--- config.mk ---
export PLATFORM = sky130hd
export DESIGN_NAME = serial_sub16
export DESIGN_NICKNAME = d
export VERILOG_FILES = /design/src/rtl/serial_sub16_pkg.sv /design/src/rtl/serial_sub16_full_subtractor.sv /design/src/rtl/serial_sub16.sv
export SDC_FILE = /design/constraint.sdc
export NUM_CORES = 1
export LEC_CHECK = 0
export ABC_AREA = 1
export CORE_AREA = 2 2 78 80
export CTS_BUF_LIST = sky130_fd_sc_hd__clkbuf_8
export DETAILED_ROUTE_END_ITERATION = 7
export DIE_AREA = 0 0 80 82
export GPL_TIMING_DRIVEN = 1
export PLACE_DENSITY = 0.81
export SETUP_SLACK_MARGIN = 0.1
export SLEW_MARGIN = 20
export SYNTH_ARGS = -nofsm -noshare
export SYNTH_HDL_FRONTEND = slang
export SYNTH_SLANG_ARGS = --single-unit
export TNS_END_PERCENT = 5
--- constraint.sdc ---
create_clock -name clk -period 3 [get_ports clk]
set_clock_uncertainty 0.2 [all_clocks]
set_input_delay 0.6 -clock clk [delete_from_list [all_inputs] [get_ports clk]]
set_output_delay 0.6 -clock clk [all_outputs]
set_load 0.02 [all_outputs]
--- src/rtl/serial_sub16_pkg.sv ---
// Shared types and constants for the bit-serial subtractor.
// State encoding and default operand width.
package serial_sub16_pkg;

  typedef enum logic [1:0] {
    IDLE,
    SHIFT,
    DONE
  } state_t;

  localparam int SUB_WIDTH = 16;

endpackage

--- src/rtl/serial_sub16_full_subtractor.sv ---
// One-bit full-subtractor cell: d = a - b - bin, bout = borrow.
// Purely combinational; reused one bit per clock by serial_sub16.
module full_subtractor (
  input  logic a,
  input  logic b,
  input  logic bin,
  output logic d,
  output logic bout
);

  assign d    = a ^ b ^ bin;
  assign bout = (~a & b) | (~(a ^ b) & bin);

endmodule

--- src/rtl/serial_sub16.sv ---
// Bit-serial two's-complement subtractor, LSB first, one bit per clock.
// start/ready/done handshake; results held until the next completion.
module serial_sub16
  import serial_sub16_pkg::*;
#(
  parameter int WIDTH = SUB_WIDTH
) (
  input  logic             clk,
  input  logic             rst,
  input  logic             start,
  input  logic [WIDTH-1:0] a,
  input  logic [WIDTH-1:0] b,
  input  logic             bin,
  output logic             ready,
  output logic             done,
  output logic [WIDTH-1:0] diff,
  output logic             bout,
  output logic             overflow
);

  localparam int CW = $clog2(WIDTH);
  localparam logic [CW-1:0] LAST = CW'(WIDTH - 1);

  state_t state, state_nx;

  logic [WIDTH-1:0] sa, sb, res;
  logic [CW-1:0]    cnt;
  logic             br, d, br_nx, last;

  full_subtractor u_fs (
    .a    (sa[0]),
    .b    (sb[0]),
    .bin  (br),
    .d    (d),
    .bout (br_nx)
  );

  assign last  = (cnt == LAST);
  assign ready = (state == IDLE);
  assign done  = (state == DONE);

  always_ff @(posedge clk or posedge rst) begin
    if (rst) state <= IDLE;
    else     state <= state_nx;
  end

  always_comb begin
    state_nx = state;
    unique case (state)
      IDLE:    if (start) state_nx = SHIFT;
      SHIFT:   if (last) state_nx = DONE;
      DONE:    state_nx = IDLE;
      default: state_nx = IDLE;
    endcase
  end

  // br on the final edge is the borrow into the MSB.
  always_ff @(posedge clk or posedge rst) begin
    if (rst) begin
      sa       <= '0;
      sb       <= '0;
      res      <= '0;
      cnt      <= '0;
      br       <= 1'b0;
      diff     <= '0;
      bout     <= 1'b0;
      overflow <= 1'b0;
    end else begin
      unique case (state)
        IDLE: begin
          if (start) begin
            sa  <= a;
            sb  <= b;
            br  <= bin;
            cnt <= '0;
            res <= '0;
          end
        end
        SHIFT: begin
          sa  <= sa >> 1;
          sb  <= sb >> 1;
          br  <= br_nx;
          cnt <= cnt + 1'b1;
          res <= {d, res[WIDTH-1:1]};
          if (last) begin
            diff     <= {d, res[WIDTH-1:1]};
            bout     <= br_nx;
            overflow <= br ^ br_nx;
          end
        end
        default: ;
      endcase
    end
  end

endmodule

* Yosys cells after proc, flatten, opt, wreduce, memory -nomap -nowiden
Cells that the tools add are included.
** Word-level totals
- Output and inout port bits :: 20
- Flip-flop bits (word level) :: 73
** Operators by class
- Reduce and logical (&&, ||, !) cells :: 5
- Equality and inequality tests :: 5
- Bitwise logic cells :: 8
- Add/sub/neg operators :: 1
- Multiplexer cells :: 13
** Operator list (count)
- $pmux W16 S2 :: 3
- $mux W16 :: 3
- $pmux W4 S2 :: 1
- $reduce_and A2 Y1 :: 3
- $add A4 B1 Y4 const B :: 1
- $eq A4 B4 Y1 const B :: 1
- $mux W2 :: 2
- $mux W4 :: 1
- $ne A2 B2 Y1 const B :: 2
- $pmux W2 S2 :: 1
- $xor A1 B1 Y1 :: 3
- $and A1 B1 Y1 :: 2
- $eq A2 B1 Y1 const B :: 1
- $eq A2 B2 Y1 const B :: 1
- $logic_not A2 Y1 :: 1
- $not A1 Y1 :: 2
- $pmux W1 S2 :: 1
- $reduce_bool A2 Y1 :: 1
- $mux W1 :: 1
- $or A1 B1 Y1 :: 1

* Longest topological paths before layout
Gate-level depths: netlist (run 1).
- Depth after elaboration :: 5
- Depth in mapped cells :: 7
- Depth with buffers taken out :: 6

* Cells and area by module
A second synthesis (run 1) with hierarchy kept.
** Second synthesis, totals
- Cell total of the unflattened synthesis :: 341
- Area total of the unflattened synthesis :: 3056.7 µm²
** Modules (own cells, without submodules)
- serial_sub16 :: cells an instance 337, area an instance 3025.4 µm², instances 1
- full_subtractor :: cells an instance 4, area an instance 31.3 µm², instances 1

* Least setup slack after synthesis (run 1)
OpenSTA, ideal clock, no wires.
- Kind :: in2reg
- Start :: input start
- End :: register sb[10]
- Stages :: 5
- Required time :: 2.731 ns
- Buffers on the path :: 2
- Path slack :: 1.500 ns
- Data arrival time :: 1.231 ns
- Library setup time :: 0.069 ns
- Cell sequence :: nand2_1 -> buf_2 -> buf_2 -> nand3_1 -> nand3_1
** On the way
- Cells in the longest elaborated chain, start to end :: 2
** Ends and longest elaborated chain
- start, declared :: RTL line serial_sub16.sv:10 : input logic start,
- $ne A2 B2 Y1 (no line)
- $reduce_and A2 Y1 (no line)
- end signal, assigned :: RTL line serial_sub16.sv:81 : sb <= sb >> 1;
- end, declared :: RTL line serial_sub16.sv:26 : logic [WIDTH-1:0] sa, sb, res;
Every way passes these cells.
A chain may end at the register's enable or synchronous reset.

* Worst setup path after layout (run 1)
- Start :: register state[0]
- End :: output ready
** On the way
- Cells in the longest elaborated chain, start to end :: 1
** Ends and longest elaborated chain
- start, declared :: RTL line serial_sub16.sv:24 : state_t state, state_nx;
- start signal, assigned :: RTL line serial_sub16.sv:44 : else state <= state_nx;
- $logic_not A2 Y1 :: RTL line serial_sub16.sv:39 : assign ready = (state == IDLE);
- end, declared :: RTL line serial_sub16.sv:14 : output logic ready,
Every way passes these cells.

==> results.cfg, run 1 <==
[logic_synthesis]
synth_top_family_by_area = simple AND/OR/NAND/NOR gates
synth_fp_nets = 379
yosys_warnings = 0
synthDistinctLibCells = 20
synth.ff_latch_count = 72
synth_compound_area_frac = 0.0354
netlist_area_um2 = 3010
netlist.area_leader.share = 0.599
netlist_top_cells_area = dfrtp_1 60%, nand2_1 16%, nand3_1 12%, o22ai_1 2.7%, inv_1 2.4%
yosys-mux-area-fraction = 0
synth_area_per_cell_um2 = 8.82
synth_fa_ha_area_frac = 0.0108
syn-instance-count = 341
synth_top_area_cell = dfrtp_1
synth-simple-area-share = 0.289
seq_area_frac_synth = 0.599
synthXorXnorAreaFrac = 0.00582

[sta]
timing.final.ws_setup_ns = 0.627
max_freq_ghz = 0.421
max_slew_margin = 0.608
whs_ns = 0.270
slew_violations = 0
fin_crit_ns = 2.37
finalHoldViolations = 0
rsz0062_at_grt = false
setup_viol = 0
tns_ns = 0
period_share = 0.791
worst_pin_slew_ns = 0.587

[worst_setup_path]
worstPathRequired_ns = 2.20
timing_worst_setup_path_type = reg -> out
end_kind = output port
critPathMaxFanout = 4
crit_path_start_kind = flip-flop
arrival_ns = 1.57

[placed_design]
gp_congestion = 0.790
dpl_worst_slack_ns = 0.592
dp_hpwl_mm = 4.11
io_buffers = 55

[drt]
vias = 2426
wl_mm = 6.14
drt-initial-drc-count = 205
postRouteAntennaNets = 0
first_pass_iters = 4
wl_per_cell_um = 13.0
drc = 0
viasPerCell = 5.14

[global_routing]
first_global_vias = 2281
grt_pass1_wl_mm = 10.0
gr-total-overflow = 0
met2_usage = 0.323
antenna_found_initial = 0
grt.total_usage = 0.199
met1_usage = 0.256
use_met3 = 0.0484
grt_max_degree = 47
busiest_layer = met2

[pwr]
finalPower_uw = 3680
intPower_uw = 2310
peakVddDrop_v = 0.000466
p_leak_uw = 0.00181
switching_power_uw = 1370
p_sw_frac = 0.373
seq_power_share = 0.443
powerDensity_nw_per_um2 = 971
p_comb_frac = 0.371
clock_power_share = 0.185

[floorplan]
io_pins = 56
core-area_um2 = 5750
chipHeight_um = 82
dieArea_um2 = 6560
initial_core_util = 0.524
die_w_um = 80
row_count = 28

[clocking]
cts_tree = built
cts.sinks = 72
clk_latency_ns = 0.34
cts_max_level = 3
clkTransAtPathRegs_ns = 0.07
cts-hold-fix-buffers = 0
cts-root-buf = clkbuf_8
cts.path.max_buffers = 2
cts_resized = 0
cts_inserted_buffers = 9
post_cts_buffers = 0

[hold_path]
min_path_type = reg -> reg

[outcome]
status = completed

[final_layout]
drive_gt1_frac = 0.0630
final_common_cell = nand2_1
diodes = 0
area_growth_pct = 26.1
fin_nets = 431
final_cell_mix = 128 x nand2_1, 72 x dfrtp_1, 71 x nand3_1

[run]
cap_violations = 0
==> critical path, stage by stage, from the launching register on <==
cell,delay [ns]
dfrtp_1,0.43
nor2_1,0.18
clkdlybuf4s50_1,0.63
==> cells in the mapped netlist, drive strengths merged <==
master and instances:
nor2 5, nand2 129, xnor2 2, nand4 1, o21ai 4, fa 1, ha 1, dfrtp 72
nand3 71, a21oi 1, clkbuf 3, o22ai 13, buf 16, inv 22
==> layer usage <==
layer	vias to the layer above	routed length, µm
li1	1205	-
met1	1141	2710
met2	71	3000
met3	9	341
met4	0	89
met5	-	0
==> worst paths after layout <==
kind,startpoint,to,slack (ns),cells after the start
setup / recovery,state[0],ready,0.63,2
max in group asynchronous,rst,sa[8],1.53,3
setup reg to reg,state[1],diff[15],1.05,6
hold reg to reg,diff[10],diff[10],0.27,2
hold / removal,diff[10],diff[10],0.27,2
min in group asynchronous,rst,res[2],0.43,2
==> power groups by stage <==
stage | registers, µW | logic [µW] | clock network, µW
after global routing | 1680 | 1540 | 734
after CTS | 1630 | 1380 | 689
after detailed placement | 1640 | 1380 | 0
after floorplan | 1740 | 758 | 0
final | 1630 | 1370 | 683
after global placement | 1630 | 1330 | 0
==> cells by family after synthesis <==
logic type | after synthesis
buffers and inverters | 41
adders and majority gates | 2
AOI/OAI and AO/OA | 18
xor gates and xnor gates | 2
and+or+nand+nor | 206
DFF | 72
==> layout make-up <==
| cell class | count | area, µm² |
|---|---|---|
| clock buffer | 11 | 151 |
| inverter | 22 | 82.6 |
| clock inverter | 4 | 22.5 |
| multi-input combinational | 228 | 1030 |
| fill | 486 | 1950 |
| tap | 75 | 93.8 |
| sequential | 72 | 1800 |
| timing repair buffer | 60 | 613 |
==> state kept, by name, indices dropped and copies added, names as in the netlist <==
register  count
bout          1
state         2
cnt           4
res          15
sb           16
sa           16
br            1
overflow      1
diff         16
==> through the flow <==
step                      cell area (µm²)   util  instances
after floorplan                      3010      -        341
after global placement               3620  0.630        457
after detailed placement             3620  0.630        457
after CTS                            3790  0.660        472
after global routing                 3790  0.660        472
final                                3790  0.660        472
No activity file was read; power rests on OpenSTA's default activity.
==> run 2: changes to the inputs <==
- CORE_AREA: 2 2 78 80 -> 2 2 83 85
- DIE_AREA: 0 0 80 82 -> 0 0 85 87
- PLACE_DENSITY: 0.81 -> 0.75
- clock period: 3 -> 2 ns (I/O delays scaled with it)
==> run 2 against run 1 <==
Sequential power increased by 48%; combinational power rose by 45%; clock power increased by 54%; worst hold slack hardly changed; via count is 1.3% higher; sequential cell count did not move; power grew 48%; cell area grew 1.3%; routed wire length shrank 2.7%; first-iteration DRC count fell by 13%; critical path type unchanged.
==> results.cfg, run 2 (synthesis results as in run 1) <==
[outcome]
status = completed

[sta]
max_freq_ghz = 0.533
period_share = 0.939
worst_pin_slew_ns = 0.592
setup_viol = 0
finalHoldViolations = 0
max_slew_margin = 0.605
rsz0062_at_grt = true
slew_violations = 0
tns_ns = 0
fin_crit_ns = 1.88

[final_layout]
area_growth_pct = 27.8
fin_nets = 437
final_common_cell = nand2_1
drive_gt1_frac = 0.0767
diodes = 0
reg_top3 = diff: 16 flops, sa: 16 flops, sb: 16 flops
fin_area_um2 = 3840
final_cell_mix = 128 x nand2_1, 72 x dfrtp_1, 71 x nand3_1

[placed_design]
dp_hpwl_mm = 3.93
io_buffers = 55
gp_congestion = 0.748
dpl-instance-area_um2 = 3670

[run]
cap_violations = 0

[floorplan]
die_w_um = 85
initial_core_util = 0.458
dieArea_um2 = 7400
row_count = 30
core-area_um2 = 6570
io_pins = 56
chipHeight_um = 87

[global_routing]
gr-total-overflow = 0
grt_max_degree = 43
antenna_found_initial = 0
first_global_vias = 2288
grt_pass1_wl_mm = 10.2
grt.total_usage = 0.173

[clocking]
cts_inserted_buffers = 9
cts-hold-fix-buffers = 0
cts.sinks = 72
clk_latency_ns = 0.34
cts_tree = built
clkTransAtPathRegs_ns = 0.07
cts-root-buf = clkbuf_8
cts.path.max_buffers = 2
cts_max_level = 3

[drt]
wl_per_cell_um = 12.3
viasPerCell = 5.08
drt-initial-drc-count = 178
wl_mm = 5.97
drc = 0
first_pass_iters = 4
vias = 2458
postRouteAntennaNets = 0

[hold_path]
min_path_cells = 2
min_to = diff[9]
min_from = diff[9]
min_path_type = reg -> reg

[worst_setup_path]
arrival_ns = 1.28
crit_family = buffers and inverters
timing_worst_setup_path_type = reg -> out
cp_slowest_cell = clkdlybuf4s50_1
crit_path_start_kind = flip-flop
rr_endpoint = state[0]
r2r_start = state[1]
cp_num_buf_inv = 1
r2r_cells = 4
critPathMaxFanout = 2
cpPeakStageDelay_ns = 0.60
cp_cell_sequence = clkdlybuf4s50_1
end_kind = output port
worstPathRequired_ns = 1.40
r2r_slack_ns = 0.37

[pwr]
peakVddDrop_v = 0.000653
powerDensity_nw_per_um2 = 1420
finalPower_uw = 5450
p_leak_uw = 0.00188
-- run 2: worst max path at each step --
stage,startpoint,endpoint,slack (ns),cells after the start
finish,diff[12],diff[12],0.12,1
global route,diff[12],diff[12],0.06,1
CTS,diff[8],diff[8],0.10,1
detailed placement,start,sa[14],0.21,6
global placement,start,br,0.22,6
floorplan,cnt[0],diff[15],0.53,7
-- run 2: report_power, final --
group          switching [µW]  internal [µW]  total, µW  leakage [µW]
Combinational            1150            835       1990      0.000867
Sequential                347           2080       2420      0.000905
Clock                     490            556       1050      0.000107
Total                    1990           3470       5450       0.00188
-- run 2: metal layers --
layer	global-route usage	vias up	wire [µm]
met2	0.282	60	2960
met4	0.0924	0	87
met5	0	-	0
met1	0.221	1172	2690
li1	-	1218	-
met3	0.0313	8	232
-- run 2: cell type report --
| type | count | area (µm²) |
|---|---|---|
| well taps | 80 | 100 |
| flip-flops and latches | 72 | 1800 |
| inverters | 22 | 86.3 |
| clock buffers | 9 | 124 |
| fillers | 569 | 2730 |
| repair buffers | 66 | 647 |
| multi-input cells | 228 | 1030 |
| clock inverters | 7 | 56.3 |
-- run 2: per-stage QoR --
step / utilization / hold WS (ns) / std cells / setup slack, ns
finish: 0.585 / 0.270 / 484 / 0.123
CTS: 0.585 / 0.276 / 484 / 0.101
floorplan: - / 0.249 / 341 / 0.529
global route: 0.585 / 0.295 / 484 / 0.0627
global placement: 0.559 / 0.256 / 468 / 0.225
detailed placement: 0.559 / 0.261 / 468 / 0.210
-- run 2: timing repair --
item | 4_1_cts | 5_1_grt
endpoints found under the setup margin | 11 | 9
pin swaps | 0 | 0
resized for setup | 11 | 1
setup buffers | 0 | 0
==> run 3: changes to the inputs <==
- CORE_AREA: 2 2 83 85 -> 2 2 78 80
- DIE_AREA: 0 0 85 87 -> 0 0 80 82
- PLACE_DENSITY: 0.75 -> 0.81
- clock period: 2 -> 2.15 ns (I/O delays scaled with it)
==> run 3 against run 2 <==
Sequential share of layout area increased by 0.28 points; global-route usage grew 2.4 points; non-clock buffer count shrank 3; final cell count down 1.9%; critical endpoint is now overflow; largest cell class unchanged.
==> results.cfg, run 3 (synthesis results as in run 1) <==
[worst_setup_path]
crit_path_start_kind = flip-flop
timing_worst_setup_path_type = reg -> out
cp_num_buf_inv = 1
worstPathRequired_ns = 1.52
end_kind = output port
crit_cells = 1
crit_family = buffers and inverters
arrival_ns = 1.31
cpPeakStageDelay_ns = 0.62
critPathMaxFanout = 2
r2r_cells = 6
cp_cell_sequence = clkdlybuf4s50_1
cp_slowest_cell = clkdlybuf4s50_1

[hold_path]
min_path_cells = 2
min_path_type = reg -> reg

[floorplan]
chipHeight_um = 82
io_pins = 56
row_count = 28
core-area_um2 = 5750
dieArea_um2 = 6560
initial_core_util = 0.524
die_w_um = 80

[drt]
postRouteAntennaNets = 0
viasPerCell = 5.14
drt-initial-drc-count = 204
wl_per_cell_um = 12.8
wl_mm = 6.07
drc = 0
first_pass_iters = 4
vias = 2441

[sta]
tns_ns = 0
rsz0062_at_grt = false
setup_viol = 0
worst_pin_slew_ns = 0.590
slew_violations = 0
timing.final.ws_setup_ns = 0.208
finalHoldViolations = 0
fin_crit_ns = 1.94
whs_ns = 0.269
max_slew_margin = 0.606
max_freq_ghz = 0.515
period_share = 0.903

[global_routing]
grt.total_usage = 0.197
grt_max_degree = 73
grt_pass1_wl_mm = 9.87
gr-total-overflow = 0
antenna_found_initial = 0
first_global_vias = 2310

[clocking]
clkTransAtPathRegs_ns = 0.07
cts-hold-fix-buffers = 0
cts_inserted_buffers = 9
post_cts_buffers = 0
cts.path.max_buffers = 2
cts_max_level = 3
cts_tree = built
cts.sinks = 72
cts-root-buf = clkbuf_8
clk_latency_ns = 0.34

[final_layout]
fin_nets = 434
final_util = 0.665
fin_area_um2 = 3820
diodes = 0
final_common_cell = nand2_1
drive_gt1_frac = 0.0725
area_growth_pct = 27.0
reg_top3 = diff: 16 flops, sa: 16 flops, sb: 16 flops
final_cell_mix = 128 x nand2_1, 72 x dfrtp_1, 71 x nand3_1

[run]
cap_violations = 0

[placed_design]
io_buffers = 55
dp_hpwl_mm = 3.98
dpl-instance-area_um2 = 3630
gp_congestion = 0.767
dpl_worst_slack_ns = 0.270

[pwr]
peakVddDrop_v = 0.000548
p_leak_uw = 0.00185
powerDensity_nw_per_um2 = 1360

[outcome]
status = completed
==> run 3: what timing repair did <==
| item | CTS | global route |
|---|---|---|
| resized for setup | 1 | 1 |
| pin swaps | 0 | 0 |
| setup endpoints to repair | 2 | 1 |
==> run 3: cell type report <==
type                       count  area [µm²]
clock buffer                  10         138
clock inverter                 5        48.8
fill                         478        1920
inverter                      22        86.3
multi-input combinational    228        1030
sequential                    72        1800
tap                           75        93.8
timing repair buffer          63         624
==> run 3: routing by layer <==
metal / routed length (µm) / up-vias / GRT usage
li1: - / 1206 / -
met1: 2620 / 1154 / 0.233
met2: 3090 / 68 / 0.338
met3: 256 / 13 / 0.0626
met4: 103 / 0 / 0.0746
met5: 0 / - / 0
==> run 3: report_power, final <==
part	internal (µW)	switching, µW
Clock	551	464
Sequential	1930	342
Combinational	827	1080
Total	3310	1880
==> run 3: worst paths after layout <==
| path | to | from | slack, ns |
|---|---|---|---|
| max in group asynchronous | sa[8] | rst | 1.13 |
| worst min-delay path | diff[10] | diff[10] | 0.27 |
| min in group asynchronous | diff[2] | rst | 0.33 |
| worst max-delay path | overflow | overflow | 0.21 |
| worst max register to register | diff[3] | cnt[0] | 0.55 |
| worst min register to register | diff[10] | diff[10] | 0.27 |
==> run 3: metrics by stage <==
| stage | cells | total power [µW] |
|---|---|---|
| after floorplan | 341 | 3490 |
| after global placement | 460 | 4120 |
| after detailed placement | 460 | 4210 |
| after CTS | 475 | 5230 |
| after global routing | 475 | 5580 |
| final | 475 | 5190 |
